$ cat config.mk
export PLATFORM = sky130hd
export DESIGN_NAME = prog_mem_loader
export DESIGN_NICKNAME = d
export VERILOG_FILES = /design/src/rtl/prog_mem_loader.sv
export SDC_FILE = /design/constraint.sdc
export NUM_CORES = 1
export LEC_CHECK = 0
export ABC_AREA = 1
export CAP_MARGIN = 30
export CORE_MARGIN = 5
export CORE_UTILIZATION = 34
export CTS_CLUSTER_SIZE = 28
export DETAILED_ROUTE_END_ITERATION = 10
export PLACE_DENSITY = 0.83
export SLEW_MARGIN = 10
export SYNTH_ARGS = -nofsm -noshare
export SYNTH_HDL_FRONTEND = slang
export SYNTH_SLANG_ARGS = --single-unit
$ cat constraint.sdc
create_clock -name i_clk -period 2 [get_ports i_clk]
set_input_delay 0.4 -clock i_clk [delete_from_list [all_inputs] [get_ports i_clk]]
set_output_delay 0.4 -clock i_clk [all_outputs]
set_load 0.01 [all_outputs]
$ cat src/rtl/prog_mem_loader.sv
// Program ROM port owner: muxes the core flash bus and a FIFO-fed host loader (write/readback).
// Optional PROG_MEM_LOADER_CHECKSUM_EN adds o_checksum, a mod-2^32 sum of transferred words.
module prog_mem_loader #(
    parameter int unsigned DATA_W = 32,
    parameter int unsigned ADDR_W = 13,
    parameter int unsigned DEPTH  = 8192
) (
    input  logic              i_clk,
    input  logic              i_rst_n,
    input  logic              i_prog_mode,
    input  logic              i_cmd_write,
    input  logic              i_cmd_read,
    input  logic [ADDR_W:0]   i_word_count,
    input  logic [DATA_W-1:0] i_in_data,
    input  logic              i_in_empty,
    output logic              o_in_rd_en,
    output logic [DATA_W-1:0] o_out_data,
    input  logic              i_out_full,
    output logic              o_out_wr_en,
    input  logic              i_cpu_men,
    input  logic [31:0]       i_cpu_maddr,
    input  logic [DATA_W-1:0] i_cpu_mdin,
    input  logic [3:0]        i_cpu_mwe,
    output logic [DATA_W-1:0] o_cpu_mdout,
    output logic              o_mem_en,
    output logic [3:0]        o_mem_we,
    output logic [ADDR_W-1:0] o_mem_addr,
    output logic [DATA_W-1:0] o_mem_din,
    input  logic [DATA_W-1:0] i_mem_dout,
    output logic              o_core_resetn,
    output logic              o_busy,
    output logic              o_done,
    output logic              o_err
`ifdef PROG_MEM_LOADER_CHECKSUM_EN
    ,
    output logic [31:0]       o_checksum
`endif
);

    localparam logic [ADDR_W:0] DEPTH_W = (ADDR_W + 1)'(DEPTH);
    localparam logic [ADDR_W:0] ONE_W   = (ADDR_W + 1)'(1);

    typedef enum logic [2:0] {StIdle, StWr, StRdIssue, StRdData, StFin} state_e;

    state_e          r_state;
    logic [ADDR_W:0] r_cnt;
    logic [ADDR_W:0] r_wc;
    logic            r_cmd_w;
    logic            r_cmd_r;
    logic            r_src_rd;
    logic            r_busy;
    logic            r_done;
    logic            r_err;
    logic            r_core_resetn;

    logic            w_wr_edge;
    logic            w_rd_edge;
    logic            w_accept;
    logic            w_wr_go;
    logic            w_rd_issue;
    logic            w_rd_push;
    logic [ADDR_W:0] w_cnt_next;
    logic            w_unused;

    assign w_wr_edge  = i_cmd_write & ~r_cmd_w;
    assign w_rd_edge  = i_cmd_read & ~r_cmd_r;
    assign w_accept   = i_prog_mode && (r_state == StIdle) && (w_wr_edge || w_rd_edge);
    // Loader strobes are gated by prog_mode so an abort silences them in the same cycle.
    assign w_wr_go    = i_prog_mode && (r_state == StWr) && !i_in_empty;
    assign w_rd_issue = i_prog_mode && (r_state == StRdIssue) && !i_out_full;
    assign w_rd_push  = i_prog_mode && (r_state == StRdData);
    assign w_cnt_next = r_cnt + ONE_W;
    assign w_unused   = ^{i_cpu_maddr[31:ADDR_W+2], i_cpu_maddr[1:0]};

    always_comb begin
        o_mem_en   = 1'b0;
        o_mem_we   = 4'h0;
        o_mem_addr = r_cnt[ADDR_W-1:0];
        o_mem_din  = i_in_data;
        if (!i_prog_mode) begin
            o_mem_en   = i_cpu_men;
            o_mem_we   = i_cpu_mwe;
            o_mem_addr = i_cpu_maddr[ADDR_W+1:2];
            o_mem_din  = i_cpu_mdin;
        end else begin
            o_mem_en   = w_wr_go | w_rd_issue;
            o_mem_we   = w_wr_go ? 4'hF : 4'h0;
        end
    end

    assign o_cpu_mdout   = i_mem_dout;
    assign o_out_data    = i_mem_dout;
    assign o_in_rd_en    = w_wr_go;
    assign o_out_wr_en   = w_rd_push;
    assign o_core_resetn = r_core_resetn;
    assign o_busy        = r_busy;
    assign o_done        = r_done;
    assign o_err         = r_err;

    always_ff @(posedge i_clk or negedge i_rst_n) begin
        if (!i_rst_n) begin
            r_state       <= StIdle;
            r_cnt         <= '0;
            r_wc          <= '0;
            r_cmd_w       <= 1'b0;
            r_cmd_r       <= 1'b0;
            r_src_rd      <= 1'b0;
            r_busy        <= 1'b0;
            r_done        <= 1'b0;
            r_err         <= 1'b0;
            r_core_resetn <= 1'b0;
        end else begin
            r_cmd_w       <= i_cmd_write;
            r_cmd_r       <= i_cmd_read;
            // With prog_mode low the next state is always idle, so this tracks the idle condition.
            r_core_resetn <= ~i_prog_mode;
            if (r_done && !(r_src_rd ? i_cmd_read : i_cmd_write)) begin
                r_done <= 1'b0;
            end
            if (!i_prog_mode) begin
                if (r_state != StIdle) begin
                    r_state <= StIdle;
                    r_busy  <= 1'b0;
                    r_done  <= 1'b0;
                end
            end else begin
                case (r_state)
                    StIdle: begin
                        if (w_accept) begin
                            r_src_rd <= ~w_wr_edge;
                            r_cnt    <= '0;
                            r_wc     <= i_word_count;
                            r_done   <= 1'b0;
                            r_err    <= 1'b0;
                            if (i_word_count > DEPTH_W) begin
                                r_err   <= 1'b1;
                                r_state <= StFin;
                            end else if (i_word_count == '0) begin
                                r_state <= StFin;
                            end else begin
                                r_busy  <= 1'b1;
                                r_state <= w_wr_edge ? StWr : StRdIssue;
                            end
                        end
                    end
                    StWr: begin
                        if (!i_in_empty) begin
                            r_cnt <= w_cnt_next;
                            if (w_cnt_next == r_wc) r_state <= StFin;
                        end
                    end
                    StRdIssue: begin
                        if (!i_out_full) r_state <= StRdData;
                    end
                    StRdData: begin
                        r_cnt   <= w_cnt_next;
                        r_state <= (w_cnt_next == r_wc) ? StFin : StRdIssue;
                    end
                    StFin: begin
                        r_done  <= 1'b1;
                        r_busy  <= 1'b0;
                        r_state <= StIdle;
                    end
                    default: r_state <= StIdle;
                endcase
            end
        end
    end

`ifdef PROG_MEM_LOADER_CHECKSUM_EN
    logic [31:0] r_checksum;

    always_ff @(posedge i_clk or negedge i_rst_n) begin
        if (!i_rst_n) begin
            r_checksum <= '0;
        end else if (w_accept) begin
            r_checksum <= '0;
        end else if (w_wr_go) begin
            r_checksum <= r_checksum + 32'(i_in_data);
        end else if (w_rd_push) begin
            r_checksum <= r_checksum + 32'(i_mem_dout);
        end
    end

    assign o_checksum = r_checksum;
`endif

endmodule

# Yosys cells after proc, flatten, opt, wreduce, memory -nomap -nowiden
# Cells that the tools add are included.
word_totals:
  regBits: 38
  latchBits: 0
  ramBits: 0
  rom_bits: 0
  out_inout_bits: 120
  word_cells: 86
  n_memories: 0
classes:
  n_addsub: 1
  mul: 0
  div: 0
  magnitude_cmp: 1
  eq_ne: 14
  shift: 0
  n_mux: 32
  bitwise_logic: 7
  reduce_logical: 21
op_table:
  columns: ["operator", "n"]
  rows:
  - ["$pmux 14 s3", 1]
  - ["$mux 32", 1]
  - ["$mux 14", 2]
  - ["$mux 3", 9]
  - ["$ne 3x3->1 const B", 5]
  - ["$add 14x1->14 const B", 1]
  - ["$eq 14x14->1", 1]
  - ["$gt 14x14->1 const B", 1]
  - ["$logic_not 14->1", 1]
  - ["$mux 13", 1]
  - ["$mux 1", 12]
  - ["$pmux 3 s4", 1]
  - ["$reduce_and 5->1", 2]
  - ["$logic_and 1x1->1", 8]
  - ["$mux 4", 2]
  - ["$eq 3x2->1 const B", 2]
  - ["$reduce_bool 3->1", 2]
  - ["$ne 2x2->1 const B", 2]
  - ["$not 1->1", 4]
  - ["$pmux 1 s2", 2]
  - ["$reduce_and 4->1", 1]
  - ["$eq 3x1->1 const B", 1]
  - ["$eq 3x3->1 const B", 1]
  - ["$logic_not 1->1", 3]
  - ["9 further kinds", 10]

# Depth between registers and ports, before layout
depth:
  depth_word: 8
  mapped_depth: 15

# Least setup slack after synthesis
# No wires, ideal clock.
synth_path:
  kind: "register to register"
  from: "register r_state[0]"
  to: "register r_cnt[3]"
  arrival_ns: 1.668
  t_required_ns: 1.875
  path_slack_ns: 0.207
  path_stages_with_launch: 10
  synth_period_minus_slack_ns: 1.793
  cell_sequence: "dfrtp_1 -> nor2_4 -> nand2_4 -> nor2_2 -> nand2_2 -> clkinv_4 -> nor2_2 -> a2111oi_4 -> buf_6 -> o22ai_2"
synth_between:
  elab_chain_cells: 5
synth_lines:
  columns: ["item", "line_no", "source"]
  rows:
  - ["from (decl)", "45", "state_e r_state;"]
  - ["from (signal assigned)", "102", "r_state <= StIdle;"]
  - ["from (signal assigned)", "122", "r_state <= StIdle;"]
  - ["from (signal assigned)", "137", "r_state <= StFin;"]
  - ["$logic_not 3->1", "67, 127", null]
  - ["$logic_and 1x1->1 (2 in series)", "67", "assign w_accept = i_prog_mode && (r_state == StIdle) && (w_wr_edge || w_rd_edge);"]
  - ["$ne 2x2->1 (no source line)", null, null]
  - ["$reduce_and 4->1 (no source line)", null, null]
  - ["to (signal assigned)", "148", "r_cnt <= w_cnt_next;"]
  - ["to (signal assigned)", "156", "r_cnt <= w_cnt_next;"]
  - ["to (decl)", "46", "logic [ADDR_W:0] r_cnt;"]
# Several ways; a longest one is shown, not always the timed one.
# A chain may end at the register's enable or synchronous reset.

# Worst setup path after layout
layout_path:
  from: "register r_cnt[0]"
  to: "register r_state[0]"
layout_between:
  elab_chain_cells: 4
layout_lines:
  columns: ["item", "line_no", "source"]
  rows:
  - ["$add 14x1->14", "72", "assign w_cnt_next = r_cnt + ONE_W;"]
  - ["$eq 14x14->1", "149", "if (w_cnt_next == r_wc) r_state <= StFin;"]
  - ["$ne 3x2->1 (no source line)", null, null]
  - ["$reduce_and 5->1 (no source line)", null, null]
  - ["to (signal assigned)", "149", null]
  - ["to (signal assigned)", "153", "if (!i_out_full) r_state <= StRdData;"]
  - ["to (signal assigned)", "157", "r_state <= (w_cnt_next == r_wc) ? StFin : StRdIssue;"]
# No other way between the ends.

==> impl_metrics.sql <==
INSERT INTO impl_metrics (metric_group, metric, value, unit) VALUES
('die', 'core_area', '0.009774', 'mm^2'),
('global_route', 'globalRouteTotalUtil', '19.71', '%'),
('setup_path', 'source_of_the_worst_register_to_register_timing_path', 'r_cnt[0]', ''),
('logic_synthesis', 'syn-cell-area', '0.003406', 'mm^2'),
('clocking', 'numCtsBuffers', '5', ''),
('global_route', 'total_overflow_reported_by_the_global_router', '0', ''),
('timing', 'rsz0062_at_grt', 'yes', ''),
('timing', 'report.final.slew_viol_count', '0', ''),
('global_route', 'grt_max_degree', '39', ''),
('detailed_routing', 'drc', '0', ''),
('timing', 'finalHoldViolCount', '0', ''),
('setup_path', 'critical-path-slowest-cell', 'dfrtp_1', ''),
('final_layout', 'largest_registers', 'r_cnt: 14 flops, r_wc: 14 flops, r_state: 3 flops', ''),
('logic_synthesis', 'flip_flop_cell_with_the_highest_count_after_synthesis', 'dfrtp_1', ''),
('setup_path', 'cp-end-kind', 'flip-flop', ''),
('timing', 'layout_worst_path_cycle_share', '104.9', '%'),
('timing', 'layout_setup_ws', '-0.09851', 'ns'),
('power_and_ir_drop', 'power-per-cell-area', '767.9', 'mW/mm^2'),
('final_layout', 'final_nets', '844', ''),
('logic_synthesis', 'synth_cell_types', '34', ''),
('global_route', 'grt_first_pass_wirelength', '19.07', 'mm'),
('clocking', 'clock_tree.root_cell', 'clkbuf_8', ''),
('place', 'pre_cts_ws', '-0.4160', 'ns'),
('detailed_routing', 'detailroute.via_count', '3977', ''),
('global_route', 'grt_pass1_vias', '4021', ''),
('worst_hold_path', 'min_path_type', 'in2async', ''),
('global_route', 'antenna_violations_before_repair', '0', ''),
('timing', 'fin_worst_skew', '0.01107', 'ns'),
('timing', 'tightest_slew', '0.4619', 'ns'),
('place', 'place_congestion', '0.8694', ''),
('final_layout', 'syn_to_final_growth', '61.83', '%'),
('setup_path', 'reg2reg_depth', '15', ''),
('logic_synthesis', 'synthCells', '536', ''),
('logic_synthesis', 'share_of_synthesized_area_occupied_by_flip_flops_and_latches', '27.92', '%'),
('place', 'place.port_buffers', '158', ''),
('detailed_routing', 'routed_wire_length', '12.79', 'mm'),
('place', 'dpl.cell_count', '790', ''),
('final_layout', 'stdcell_count', '823', ''),
('timing', 'worst_slew_margin_rel', '69.21', '%'),
('clocking', 'count_of_clock_tree_sinks', '38', ''),
('die', 'chipHeight', '110.1', 'um'),
('logic_synthesis', 'synth.net_count', '691', ''),
('die', 'effective_utilization_at_floorplan', '34.84', '%'),
('final_layout', 'diodes', '0', ''),
('setup_path', 'required_time_worst_endpoint', '2.18', 'ns'),
('run_status', 'failed_checks', 'setup timing', ''),
('detailed_routing', 'antenna_left', '0', ''),
('setup_path', 'timing_worst_setup_path_type', 'reg2reg', ''),
('run_status', 'run_status', 'complete, but fails checks', ''),
('logic_synthesis', 'top_area_cell_type_share_of_the_netlist_area', '27.92', '%'),
('timing', 'final-setup-viol-count', '3', ''),
('clocking', 'clk_path_buf_depth', '2', ''),
('detailed_routing', 'wl_per_cell', '15.54', 'um'),
('clocking', 'clk-insertion-delay-late', '0.29', 'ns'),
('logic_synthesis', 'top_cells_by_area_synth', 'dfrtp_1 (28%), nand2_1 (24%), buf_4 (14%)', ''),
('setup_path', 'endpoint', 'r_state[0]', ''),
('setup_path', 'worstPathArrival', '2.28', 'ns'),
('setup_path', 'crit_path_cell_trace', 'ha_4, nand2_2, inv_1, nor2_1, inv_1, nand2_1, nand2_1, inv_1, nand4_1, nor2_4, nand3_2, nand2_1, nand2_2, nand2_2, o21ai_2', ''),
('die', 'ios', '274', ''),
('power_and_ir_drop', 'p_leak', '2.690', 'nW'),
('logic_synthesis', 'post-synth-top-count-cell', 'nand2_1', ''),
('clocking', 'cts_hold_buf', '0', ''),
('final_layout', 'drive_above_1_share', '22.03', '%'),
('logic_synthesis', 'synth-edff-count', '0', ''),
('logic_synthesis', 'synth_top_cells_by_count', 'nand2_1 (219), buf_4 (64), inv_1 (49)', ''),
('detailed_routing', 'viasPerCell', '4.832', ''),
('die', 'die_area', '0.01212', 'mm^2'),
('clocking', 'tritoncts_clock_tree', 'built', ''),
('timing', 'maxClockFrequency', '0.4765', 'GHz'),
('setup_path', 'worst-r2r-setup-slack', '-0.1', 'ns'),
('clocking', 'clock_tree.htree_level_count', '2', '');
==> how the worst min path moves through the flow <==
stage                    to  cells after the start    start
floorplan            o_busy                      0  i_rst_n
global placement    r_wc[3]                      1  i_rst_n
detailed placement  r_wc[2]                      1  i_rst_n
CTS                 r_wc[5]                      1  i_rst_n
global route        r_wc[5]                      1  i_rst_n
finish              r_wc[4]                      1  i_rst_n
==> per-stage QoR <==
stage                     hold WS [ns]  power, mW  setup TNS [ns]  utilization [%]  instance area (um^2)
after floorplan                 0.1044      2.216               0                -                  3406
after global placement          0.3628      2.903          -20.42            50.51                  4937
after detailed placement        0.3692      2.951          -22.25            50.51                  4937
after CTS                      0.04396      3.948          -1.029            54.31                  5309
after global routing           0.07041      4.526          -1.078            56.39                  5512
final                          0.04721      4.233         -0.1428            56.39                  5512
==> cell type report <==
cell class	count	area (um^2)
Clock buffer	6	82.58
Clock inverter	2	60.06
Fill cell	867	4263
Inverter	52	209.0
Multi-Input combinational cell	368	1886
Sequential cell	38	952.2
Tap cell	133	166.4
Timing Repair Buffer	224	2156
==> logic make-up after synthesis <==
logic type / after synthesis / synth area share [%]
compound gates: 53 / 11.21
simple gates: 311 / 37.91
buf+inv: 131 / 22.08
fa+ha+maj: 1 / 0.3673
flops: 38 / 27.92
xor+xnor: 2 / 0.5144
==> where the power goes <==
| group | total (mW) | switching (mW) | internal (mW) |
|---|---|---|---|
| Clock | 0.813 | 0.281 | 0.532 |
| Sequential | 1.17 | 0.181 | 0.985 |
| Combinational | 2.25 | 1.13 | 1.13 |
| Total | 4.23 | 1.59 | 2.64 |
==> routing by layer <==
layer | up-vias | routed length (um) | track usage [%] | share of wire, %
li1 | 1933 | - | - | -
met1 | 1829 | 4910 | 23.96 | 38
met2 | 184 | 6269 | 31.20 | 49
met3 | 31 | 1360 | 8.328 | 11
met4 | 0 | 246 | 6.946 | 1.9
met5 | - | 0 | 0 | 0
==> placed cells by master (no fill, tap or decap), drive strengths merged, types with 3 or more instances in the layout <==
cell type	synthesis	final
inv	51	50
nand2	222	222
dlygate4sd2	0	35
clkbuf	11	14
nor2	38	39
o22ai	12	12
nand4	8	8
clkdlybuf4s50	0	104
clkdlybuf4s15	0	3
dfrtp	38	38
nand3b	5	5
nand3	34	34
buf	68	70
o21ai	34	34
==> what timing repair did <==
action | CTS | global route
setup endpoints to repair | 56 | 34
gates resized for setup | 95 | 78
setup buffers | 18 | 3
cloned | 5 | 0
pin swaps | 8 | 28
==> worst max-delay path, delay by kind of cell (launching register included) <==
kind	cells	cell delay (ns)
compound gates	1	0.05
fa+ha+maj	1	0.19
buf+inv	3	0.23
flops	1	0.43
simple gates	10	1.08
Note: power is estimated with default switching activity, not from simulation.
